===== src/rtl/issue_stage.sv =====
// Scoreboarded in-order issue stage with a single registered output slot.
// Define ISSUE_BYPASS_EN to forward same-cycle writeback data into the operands.
module issue_stage #(
  parameter int unsigned XLEN = 64
) (
  input  logic            clk,
  input  logic            rst,
  input  logic            in_valid,
  output logic            in_ready,
  input  logic [XLEN-1:0] in_pc,
  input  logic [31:0]     in_payload,
  input  logic [4:0]      in_rs1,
  input  logic [4:0]      in_rs2,
  input  logic [4:0]      in_rd,
  input  logic            in_use1,
  input  logic            in_use2,
  input  logic            in_rd_we,
  output logic [4:0]      reg1_addr,
  output logic [4:0]      reg2_addr,
  input  logic [XLEN-1:0] reg1_value,
  input  logic [XLEN-1:0] reg2_value,
  input  logic            wb_valid,
  input  logic [4:0]      wb_rd,
  input  logic [XLEN-1:0] wb_data,
  input  logic            sb_clr_valid,
  input  logic [4:0]      sb_clr_rd,
  input  logic            flush,
  output logic            out_valid,
  input  logic            out_ready,
  output logic [XLEN-1:0] out_pc,
  output logic [31:0]     out_payload,
  output logic [4:0]      out_rd,
  output logic            out_rd_we,
  output logic [XLEN-1:0] out_op1,
  output logic [XLEN-1:0] out_op2,
  output logic [31:0]     busy_mask
);

  typedef logic [XLEN-1:0] word_t;

  logic [31:0] pending_q, pending_d;
  logic        out_valid_q, out_valid_d;
  word_t       out_pc_q, out_pc_d;
  logic [31:0] out_payload_q, out_payload_d;
  logic [4:0]  out_rd_q, out_rd_d;
  logic        out_rd_we_q, out_rd_we_d;
  word_t       out_op1_q, out_op1_d;
  word_t       out_op2_q, out_op2_d;

  logic byp1, byp2, raw1, raw2, waw, hazard, accept;

  assign reg1_addr = in_rs1;
  assign reg2_addr = in_rs2;

`ifdef ISSUE_BYPASS_EN
  assign byp1 = wb_valid && (wb_rd == in_rs1) && (in_rs1 != 5'd0);
  assign byp2 = wb_valid && (wb_rd == in_rs2) && (in_rs2 != 5'd0);
`else
  assign byp1 = 1'b0;
  assign byp2 = 1'b0;
`endif

  assign raw1     = in_use1 && (in_rs1 != 5'd0) && pending_q[in_rs1] && !byp1;
  assign raw2     = in_use2 && (in_rs2 != 5'd0) && pending_q[in_rs2] && !byp2;
  assign waw      = in_rd_we && (in_rd != 5'd0) && pending_q[in_rd];
  assign hazard   = raw1 || raw2 || waw;
  assign in_ready = (!out_valid_q || out_ready) && !hazard && !flush;
  assign accept   = in_valid && in_ready;

  // Clears are applied first so a same-cycle set of the same bit wins.
  always_comb begin
    pending_d = pending_q;
    if (wb_valid)     pending_d[wb_rd]     = 1'b0;
    if (sb_clr_valid) pending_d[sb_clr_rd] = 1'b0;
    if (flush && out_valid_q && out_rd_we_q) pending_d[out_rd_q] = 1'b0;
    if (accept && in_rd_we) pending_d[in_rd] = 1'b1;
    pending_d[0] = 1'b0;
  end

  always_comb begin
    out_valid_d   = out_valid_q;
    out_pc_d      = out_pc_q;
    out_payload_d = out_payload_q;
    out_rd_d      = out_rd_q;
    out_rd_we_d   = out_rd_we_q;
    out_op1_d     = out_op1_q;
    out_op2_d     = out_op2_q;
    if (flush) begin
      out_valid_d = 1'b0;
    end else if (accept) begin
      out_valid_d   = 1'b1;
      out_pc_d      = in_pc;
      out_payload_d = in_payload;
      out_rd_d      = in_rd;
      out_rd_we_d   = in_rd_we;
      out_op1_d     = !in_use1 ? '0 : (byp1 ? wb_data : reg1_value);
      out_op2_d     = !in_use2 ? '0 : (byp2 ? wb_data : reg2_value);
    end else if (out_ready) begin
      out_valid_d = 1'b0;
    end
  end

  always_ff @(posedge clk or negedge rst) begin
    if (!rst) begin
      pending_q     <= '0;
      out_valid_q   <= 1'b0;
      out_pc_q      <= '0;
      out_payload_q <= '0;
      out_rd_q      <= '0;
      out_rd_we_q   <= 1'b0;
      out_op1_q     <= '0;
      out_op2_q     <= '0;
    end else begin
      pending_q     <= pending_d;
      out_valid_q   <= out_valid_d;
      out_pc_q      <= out_pc_d;
      out_payload_q <= out_payload_d;
      out_rd_q      <= out_rd_d;
      out_rd_we_q   <= out_rd_we_d;
      out_op1_q     <= out_op1_d;
      out_op2_q     <= out_op2_d;
    end
  end

  assign out_valid   = out_valid_q;
  assign out_pc      = out_pc_q;
  assign out_payload = out_payload_q;
  assign out_rd      = out_rd_q;
  assign out_rd_we   = out_rd_we_q;
  assign out_op1     = out_op1_q;
  assign out_op2     = out_op2_q;
  assign busy_mask   = pending_q;

endmodule


===== config.mk =====
export PLATFORM = sky130hd
export DESIGN_NAME = issue_stage
export DESIGN_NICKNAME = d
export VERILOG_FILES = /design/src/rtl/issue_stage.sv
export SDC_FILE = /design/constraint.sdc
export NUM_CORES = 1
export LEC_CHECK = 0
export ABC_AREA = 1
export ABC_CLOCK_PERIOD_IN_PS = 7000
export CAP_MARGIN = 20
export CORE_AREA = 2 2 231 233
export CTS_CLUSTER_SIZE = 40
export DETAILED_ROUTE_END_ITERATION = 10
export DIE_AREA = 0 0 233 235
export GPL_ROUTABILITY_DRIVEN = 0
export SKIP_CTS_REPAIR_TIMING = 1
export SLEW_MARGIN = 5
export SYNTH_ARGS = -nofsm -noshare
export SYNTH_HDL_FRONTEND = slang
export SYNTH_SLANG_ARGS = --single-unit

===== constraint.sdc =====
create_clock -name clk -period 7 [get_ports clk]
set_input_delay 2.1 -clock clk [delete_from_list [all_inputs] [get_ports clk]]
set_output_delay 2.1 -clock clk [all_outputs]
set_load 0.005 [all_outputs]

==> results of run 1 <==
-- cells in the final DEF, fill, tap and decap left out, types with 6 or more instances in the layout --
cell type        instances
nor3_1                  20
nor2_1                  61
clkbuf_8                 6
inv_2                    7
a21oi_1                 30
o21ai_0                 27
clkinv_2                 6
o221ai_1                19
nand4_1                 32
o21ai_1                 13
dfrtp_1                262
clkbuf_1                 6
nand3b_1               128
nand2_1                751
buf_4                   15
clkbuf_16               31
clkdlybuf4s50_1        527
nand3_1                151
inv_1                   63
-- state kept, by name, summed over array words and instances, names as in the netlist --
register and count:
busy_mask 31, out_rd_we 1, out_rd 5, out_op1 64
out_payload 32, out_op2 64, out_pc 64, out_valid 1
-- path summary, 6_finish.rpt --
| path | cells after the start | end | slack (ns) |
|---|---|---|---|
| min in group asynchronous | 1 | busy_mask[1]$_DFF_PN0_ | 1.45 |
| max | 13 | in_ready | 0.50 |
| max reg2reg | 15 | out_pc[28]$_DFFE_PN0P_ | 3.78 |
| min | 2 | out_pc[32]$_DFFE_PN0P_ | 0.47 |
| max in group asynchronous | 2 | out_op1[14]$_DFFE_PN0P_ | 4.27 |
| min reg2reg | 2 | out_pc[32]$_DFFE_PN0P_ | 0.47 |
-- logic make-up (layout without fill, tap and decap cells) --
kind of cell	count (synthesis)	count (layout)	share of synthesized area [%]
other	1	1	0.0284
flip-flops	262	262	49.6
buffers and inverters	192	677	7.10
AND/OR/NAND/NOR	1146	1146	38.5
AO/OA/AOI/OAI	104	104	4.77
-- layout make-up --
class                   instances  area, um2  area share, %
clock buffers                  42        867           4.35
clock inverters                12        100          0.503
inverters                      70        263           1.32
multi-input cells            1251       5730           28.8
flip-flops and latches        262       6560           32.9
well taps                     688        861           4.32
repair buffers                553       5540           27.8
-- report_power, final --
part	leakage [nW]	switching (mW)	total, mW	internal [mW]
combinational	5.53	0.749	1.68	0.928
sequential	3.38	0.236	2.10	1.86
clock	0.472	0.675	1.57	0.897
total	9.38	1.66	5.35	3.69
-- worst register-to-register path: cells and delay by family (launching register included) --
kind	cells	cell delay (ns)
flops	1	0.45
buf+inv	2	1.35
simple gates	13	1.34
-- routing by layer --
metal | global-route usage, % | routed length [um]
met5 | 0 | 97
met4 | 5.91 | 1680
met3 | 5.97 | 5190
met2 | 31.5 | 25600
met1 | 22.6 | 20500
==> metrics.txt, run 1 <==
via density per instance 4.77; relative slew slack 24.7%; Slew @ Worst Pin 1.12 ns; reg2reg start busy_mask[4]$_DFF_PN0_; I/O Buffers 531; critical path cell sequence clkdlybuf4s50_1, inv_2, nor2_1, nand2_1, nand3_1, nand2_1, nand2_1, nor2_1, nand2_1, nand2_1, nand3_1, nor2_4, clkdlybuf4s50_1; htree depth 1; ys async rst share 100%; IO Count 597; cell family with most CP delay buffers and inverters; status complete, no violations; Synth top area share 49.6%; TritonCTS clock tree done; Max Clk Rate 154 MHz; Synth Flop Type dfrtp_1; die area 0.0548 mm2; Die Y-Extent 235 um; worst hold margin 0.467 ns; P_leak 9.38 nW; grt ovf 0; Hold Path Class reg2reg; max_cap viols 0; pwr dens 269 mW/mm2; Arrival @ worst endpoint 4.40 ns; Worst Path Buf+Inv 3; antenna viol nets, final 0; syn_area_per_cell 7.75 um2; Min-Delay Startpoint out_pc[32]$_DFFE_PN0P_; Area after DPL 0.0189 mm2; critical path endpoint category output port; Clk pin slew, worst setup/hold paths 0.06 ns; clock root cell clkbuf_16; Starting DRT DRC Count 1160; global-route wire length before repair 80700 um; DP Cell Count 2822; Max Clock Skew 0.0126 ns; wire length after detailed routing 53100 um; Final nets 2492; Slew Viols, Final 0; CORE AREA 0.0522 mm2; design area 0.0199 mm2; CP max FO 9; DRC Markers 0; post-synth top area cell dfrtp_1; Starting Density 25.3%; largest net degree at the start of global routing 173; worst path required time 4.90 ns; TNS Setup 0 ns; Final period util 92.9%; row cnt 84; cts bufs inserted 31; Post-synth EDFFs 0; CTS sink count 262; RSZ-0062 raised after global routing false; Critical Path Start in_rd[1]; P&R area growth vs syn 50.7%; Place WS 0.560 ns; vias in the first global route 13500; Ys Warns 0; sequential fraction of the synthesis area 49.6%; placed wire-length estimate 37500 um; Mapped Nets 2028; utilization after layout 38.1%; layout cell share with drive strength beyond 1 3.84%; die width 233 um; Syn Std Cell Area 0.0132 mm2; Syn Inst Count 1705; fillers 5378; WS Path Type in2out; CP Launch Type input pin; most area-consuming cells after synthesis dfrtp_1, nand2_1, nand3b_1, nand3_1, inv_1; clk buf depth 3; most repeated library cell on the critical path nand2_1; GRT Overall Usage 18.7%; Final Setup Violations 0; Power Total 5.35 mW; minimum clock period 6.50 ns; Post-synth top cells nand2_1, dfrtp_1, nand3_1, nand3b_1, inv_1; routed wire length per instance 18.4 um; slowest CP cell clkdlybuf4s50_1; DRT Pass-1 Iters 7; Seq cells post-synth 262; crit-path max cell delay 0.64 ns; Cell variety after synth 26; Peak supply drop 0.195 mV; Antenna Cells 0; Fin. Hold Viols 0; via count of the routed design 13700; initial antenna violation count 7; count leader, synth nand2_1; Final WS setup 0.499 ns; Non-Filler Instances 2878; worst skew pair latency 0.59 ns
Power figures use the tool's default switching activity.
==> run 2: changes to the inputs <==
REMOVE_ABC_BUFFERS = 1   (was default)
==> metrics.txt, run 2 (synthesis results as in run 1) <==
status complete, no violations (unchanged); CP Launch Type input pin (unchanged); largest net degree at the start of global routing 201 (was 173); Starting Density 25.3% (unchanged); Slew @ Worst Pin 1.16 ns (was 1.12 ns); worst hold margin 0.464 ns (was 0.467 ns); register area 0.00656 mm2 (unchanged); TritonCTS clock tree done (unchanged); DRC Markers 0 (unchanged); cts bufs inserted 34 (was 31); die width 233 um (unchanged); row cnt 84 (unchanged); wire length after detailed routing 50800 um (was 53100 um); grt ovf 0 (unchanged); Arrival @ worst endpoint 4.51 ns (was 4.40 ns); Final nets 2492 (unchanged); Final period util 94.4% (was 92.9%); IO Count 597 (unchanged); slowest CP cell clkdlybuf4s50_1 (unchanged); crit-path max cell delay 0.71 ns (was 0.64 ns); CP max FO 8 (was 9); Non-Filler Instances 2879 (was 2878); via count of the routed design 13500 (was 13700); antenna viol nets, final 0 (unchanged); Final Setup Violations 0 (unchanged); Multi-input gate area 0.00573 mm2 (unchanged); placed wire-length estimate 35600 um (was 37500 um); P&R area growth vs syn 51.8% (was 50.7%); clock root cell clkbuf_16 (unchanged); htree depth 2 (was 1); Max Clock Skew 0.0215 ns (was 0.0126 ns); DRT Pass-1 Iters 7 (unchanged); worst path required time 4.90 ns (about the same); Hold Path Class reg2reg (unchanged); fillers 5357 (was 5378); via density per instance 4.70 (was 4.77); relative slew slack 22.4% (was 24.7%); most frequent cells in the layout nand2_1, clkdlybuf4s50_1, dfrtp_1 (unchanged); Fin. Hold Viols 0 (unchanged); Worst Path Buf+Inv 3 (unchanged); GRT Overall Usage 18.0% (was 18.7%); P_leak 9.44 nW (was 9.38 nW); pwr dens 275 mW/mm2 (was 269 mW/mm2); RSZ-0062 raised after global routing false (unchanged); Max Clk Rate 151 MHz (was 154 MHz); Place WS 0.409 ns (was 0.560 ns); Slew Viols, Final 0 (unchanged); minimum clock period 6.61 ns (was 6.50 ns); Clk pin slew, worst setup/hold paths 0.05 ns (was 0.06 ns); cell family with most CP delay buffers and inverters (unchanged); layout cell share with drive strength beyond 1 3.70% (was 3.84%); Peak supply drop 0.188 mV (was 0.195 mV); Die Y-Extent 235 um (unchanged); Power Total 5.51 mW (was 5.35 mW); routed wire length per instance 17.7 um (was 18.4 um); die area 0.0548 mm2 (unchanged); CTS sink count 262 (unchanged); global-route wire length before repair 77400 um (was 80700 um); initial antenna violation count 3 (was 7); Starting DRT DRC Count 915 (was 1160); DP Cell Count 2821 (was 2822); clk buf depth 3 (unchanged); most common cell after layout, fill and taps aside nand2_1 (unchanged); max_cap viols 0 (unchanged); most repeated library cell on the critical path nand2_1 (unchanged); Final WS setup 0.391 ns (was 0.499 ns); WS Path Type in2out (unchanged); I/O Buffers 531 (unchanged); critical path endpoint category output port (unchanged); vias in the first global route 13300 (was 13500); worst skew pair latency 0.53 ns (was 0.59 ns); critical path cell sequence clkdlybuf4s50_1, inv_2, nand2_1, nand2_1, nand2_1, nand2_1, nand2_1, nand2_1, nor2_1, nand2_1, nand2_1, nand3_1, nor2_4, clkdlybuf4s50_1 (was clkdlybuf4s50_1, inv_2, nor2_1, nand2_1, nand3_1, nand2_1, nand2_1, nor2_1, nand2_1, nand2_1, nand3_1, nor2_4, clkdlybuf4s50_1); CORE AREA 0.0522 mm2 (unchanged)
==> run 2: cell type report <==
class                   instances  share of cell area [%]
flip-flops and latches        262                    32.7
repair buffers                550                    27.7
clock buffers                  50                    4.95
diodes                          1                  0.0125
multi-input cells            1251                    28.6
well taps                     688                    4.29
inverters                      70                    1.31
clock inverters                 7                   0.499
==> run 2: power by group <==
part | total, mW | internal (mW) | switching, mW
Clock | 1.74 | 1.06 | 0.683
Combinational | 1.67 | 0.929 | 0.740
Sequential | 2.10 | 1.86 | 0.235
==> run 2: per-stage QoR <==
stage | instance area [um2] | TNS (ns) | util (%)
6_report | 20000 | 0 | 38.4
5_1_grt | 20000 | 0 | 38.4
4_1_cts | 20000 | 0 | 38.4
2_1_floorplan | 12500 | -1744.99 | -
3_3_place_gp | 19000 | 0 | 36.3
3_5_place_dp | 19000 | 0 | 36.3
==> run 2: per-layer routing <==
layer  track usage (%)  share of wire [%]  vias to the layer above
met5                 0              0.079                        -
li1                  -                  -                     6409
met2              29.9                 48                      636
met3              5.24                9.3                      123
met1              21.9                 39                     6371
met4              6.64                3.5                        6
==> run 2: worst register-to-register path, stage by stage, from the launching register on <==
cell and delay [ns]:
dfrtp_1 0.48, nand2_1 0.11, nand2_1 0.05, nand2_1 0.05, nand2_1 0.08, nand2_1 0.10, nand2_1 0.06, nor2_1 0.09
nand2_1 0.05, nand2_1 0.05, nand3_1 0.10, nor2_4 0.15, buf_4 0.37, buf_4 0.69, buf_4 0.68, nand3b_1 0.30
nand2_1 0.11
==> run 2: final timing paths <==
check / start / endpoint / slack, ns / cells past startpoint
min in group asynchronous: rst / out_op2[47]$_DFFE_PN0P_ / 1.53 / 1
hold reg to reg: out_op1[58]$_DFFE_PN0P_ / out_op1[58]$_DFFE_PN0P_ / 0.46 / 2
hold / removal: out_op1[58]$_DFFE_PN0P_ / out_op1[58]$_DFFE_PN0P_ / 0.46 / 2
setup reg to reg: busy_mask[8]$_DFF_PN0_ / out_op1[41]$_DFFE_PN0P_ / 3.41 / 16
max in group asynchronous: rst / out_pc[11]$_DFFE_PN0P_ / 4.10 / 2
setup / recovery: in_rd[0] / in_ready / 0.39 / 14
==> run 3: changes to the inputs <==
CORE_AREA = 2 2 236 238   (was 2 2 231 233)
CTS_BUF_LIST = sky130_fd_sc_hd__clkbuf_2   (was default)
DIE_AREA = 0 0 238 240   (was 0 0 233 235)
MAX_ROUTING_LAYER = met4   (was default)
==> metrics.txt, run 3 (synthesis results as in run 1) <==
crit path capture in_ready (unchanged); Max Clock Skew 0.0781 ns (was 0.0215 ns); worst hold margin 0.476 ns (was 0.464 ns); Clk pin slew, worst setup/hold paths 0.09 ns (was 0.05 ns); R2R cell count 16 (unchanged); Place WS 0.347 ns (was 0.409 ns); TritonCTS clock tree done (unchanged); CTS sink count 262 (unchanged); Final period util 95.4% (was 94.4%); htree depth 3 (was 2); CP Launch Type input pin (unchanged); P_leak 9.43 nW (was 9.44 nW); status complete, no violations (unchanged); grt ovf 0 (unchanged); CP max FO 9 (was 8); Starting Density 24.2% (was 25.3%); most repeated library cell on the critical path nand3_1 (was nand2_1); Critical Path Start in_rs2[1] (was in_rd[0]); global-route wire length before repair 77100 um (was 77400 um); crit-path max cell delay 0.65 ns (was 0.71 ns); via density per instance 4.67 (was 4.70); relative slew slack 28.5% (was 22.4%); Arrival @ worst endpoint 4.57 ns (was 4.51 ns); Area after DPL 0.0190 mm2 (unchanged); reg2reg start busy_mask[2]$_DFF_PN0_ (was busy_mask[8]$_DFF_PN0_); row cnt 86 (was 84); antenna viol nets, final 0 (unchanged); design area 0.0197 mm2 (was 0.0200 mm2); max_cap viols 0 (unchanged); die width 238 um (was 233 um); GRT Overall Usage 17.8% (was 18.0%); wire length after detailed routing 51800 um (was 50800 um); Max Clk Rate 150 MHz (was 151 MHz); TNS Setup 0 ns (unchanged); Peak supply drop 0.128 mV (was 0.188 mV); Die Y-Extent 240 um (was 235 um); worst path required time 4.90 ns (about the same); Final nets 2531 (was 2492); WS Path Type in2out (unchanged); most common cell after layout, fill and taps aside nand2_1 (unchanged); IO Count 597 (unchanged); pwr dens 252 mW/mm2 (was 275 mW/mm2); worst skew pair latency 0.94 ns (was 0.53 ns); via count of the routed design 13900 (was 13500); Power Total 4.95 mW (was 5.51 mW); DRC Markers 0 (unchanged); clock root cell clkbuf_2 (was clkbuf_16); R2R setup slack 3.42 ns (was 3.41 ns); Final WS setup 0.325 ns (was 0.391 ns); largest net degree at the start of global routing 186 (was 201); most frequent cells in the layout nand2_1, clkdlybuf4s50_1, dfrtp_1 (unchanged); Critical R2R Capture out_op2[18]$_DFFE_PN0P_ (was out_op1[41]$_DFFE_PN0P_); DRT Pass-1 Iters 7 (unchanged); cts bufs inserted 73 (was 34); RSZ-0062 raised after global routing false (unchanged); Final Setup Violations 0 (unchanged); vias in the first global route 13400 (was 13300); Non-Filler Instances 2972 (was 2879); I/O Buffers 531 (unchanged); DP Cell Count 2836 (was 2821); utilization after layout 36.0% (was 38.4%); P&R area growth vs syn 48.9% (was 51.8%); layout cell share with drive strength beyond 1 6.67% (was 3.70%); minimum clock period 6.67 ns (was 6.61 ns); Starting DRT DRC Count 1112 (was 915); placed wire-length estimate 35300 um (was 35600 um); routed wire length per instance 17.4 um (was 17.7 um); Slew @ Worst Pin 1.06 ns (was 1.16 ns); initial antenna violation count 3 (unchanged); slowest CP cell clkdlybuf4s50_1 (unchanged); Hold Path Class reg2reg (unchanged); Slew Viols, Final 0 (unchanged); CORE AREA 0.0547 mm2 (was 0.0522 mm2); critical path endpoint category output port (unchanged); die area 0.0571 mm2 (was 0.0548 mm2); clk buf depth 3 (unchanged); Fin. Hold Viols 0 (unchanged); critical path cell sequence clkdlybuf4s50_1, inv_2, nor2_1, nand2_1, nand3_1, nor2_1, nand2_1, nand3_1, nand3_1, nor2_4, clkdlybuf4s50_1 (was clkdlybuf4s50_1, inv_2, nand2_1, nand2_1, nand2_1, nand2_1, nand2_1, nand2_1, nor2_1, nand2_1, nand2_1, nand3_1, nor2_4, clkdlybuf4s50_1)
==> run 3: cell types whose count changed in the layout (fill, tap and decap cells not counted) <==
cell	delta
clkbuf_8	-6
clkbuf_4	+1
clkbuf_1	-9
buf_12	-1
inv_2	+1
clkinv_1	+14
inv_6	-3
diode_2	+2
clkinv_4	+2
clkinv_2	+2
clkbuf_16	-35
clkbuf_2	+109
==> run 3: critical path, delay by kind of cell <==
kind	cells	cell delay (ns)
buffers and inverters	3	1.53
and+or+nand+nor	8	0.95
==> run 3: final cells by class <==
type / count / area [um2]
Fill cell: 5732 / 35000
Sequential cell: 262 / 6560
Multi-Input combinational cell: 1251 / 5730
Timing Repair Buffer: 550 / 5530
Tap cell: 704 / 881
Clock buffer: 109 / 546
Inverter: 70 / 263
Clock inverter: 23 / 158
Antenna cell: 3 / 7.51
==> run 3: routing by layer <==
metal	wire (um)	share of wire, %	GRT usage, %
met2	24700	48	28.1
met1	20900	40	21.2
met5	0	0	-
met4	1270	2.5	7.39
met3	5050	9.7	5.55
==> run 3: where the power goes <==
group | leakage (nW) | switching (mW) | internal [mW]
logic | 5.52 | 0.743 | 0.928
clock network | 0.531 | 0.691 | 0.494
registers | 3.38 | 0.235 | 1.86
total | 9.43 | 1.67 | 3.28
==> run 3: how the worst min path moves through the flow <==
stage                     slack (ns)  depth (start not counted)                         from                           to
after floorplan                 0.47                          2       out_op1[0]$_DFFE_PN0P_       out_op1[0]$_DFFE_PN0P_
after detailed placement        0.46                          2      out_op2[55]$_DFFE_PN0P_      out_op2[55]$_DFFE_PN0P_
final                           0.48                          2      out_op1[20]$_DFFE_PN0P_      out_op1[20]$_DFFE_PN0P_
after global placement          0.45                          2  out_payload[25]$_DFFE_PN0P_  out_payload[25]$_DFFE_PN0P_
after global routing            0.50                          2       out_pc[53]$_DFFE_PN0P_       out_pc[53]$_DFFE_PN0P_
after CTS                       0.48                          2      out_op2[55]$_DFFE_PN0P_      out_op2[55]$_DFFE_PN0P_
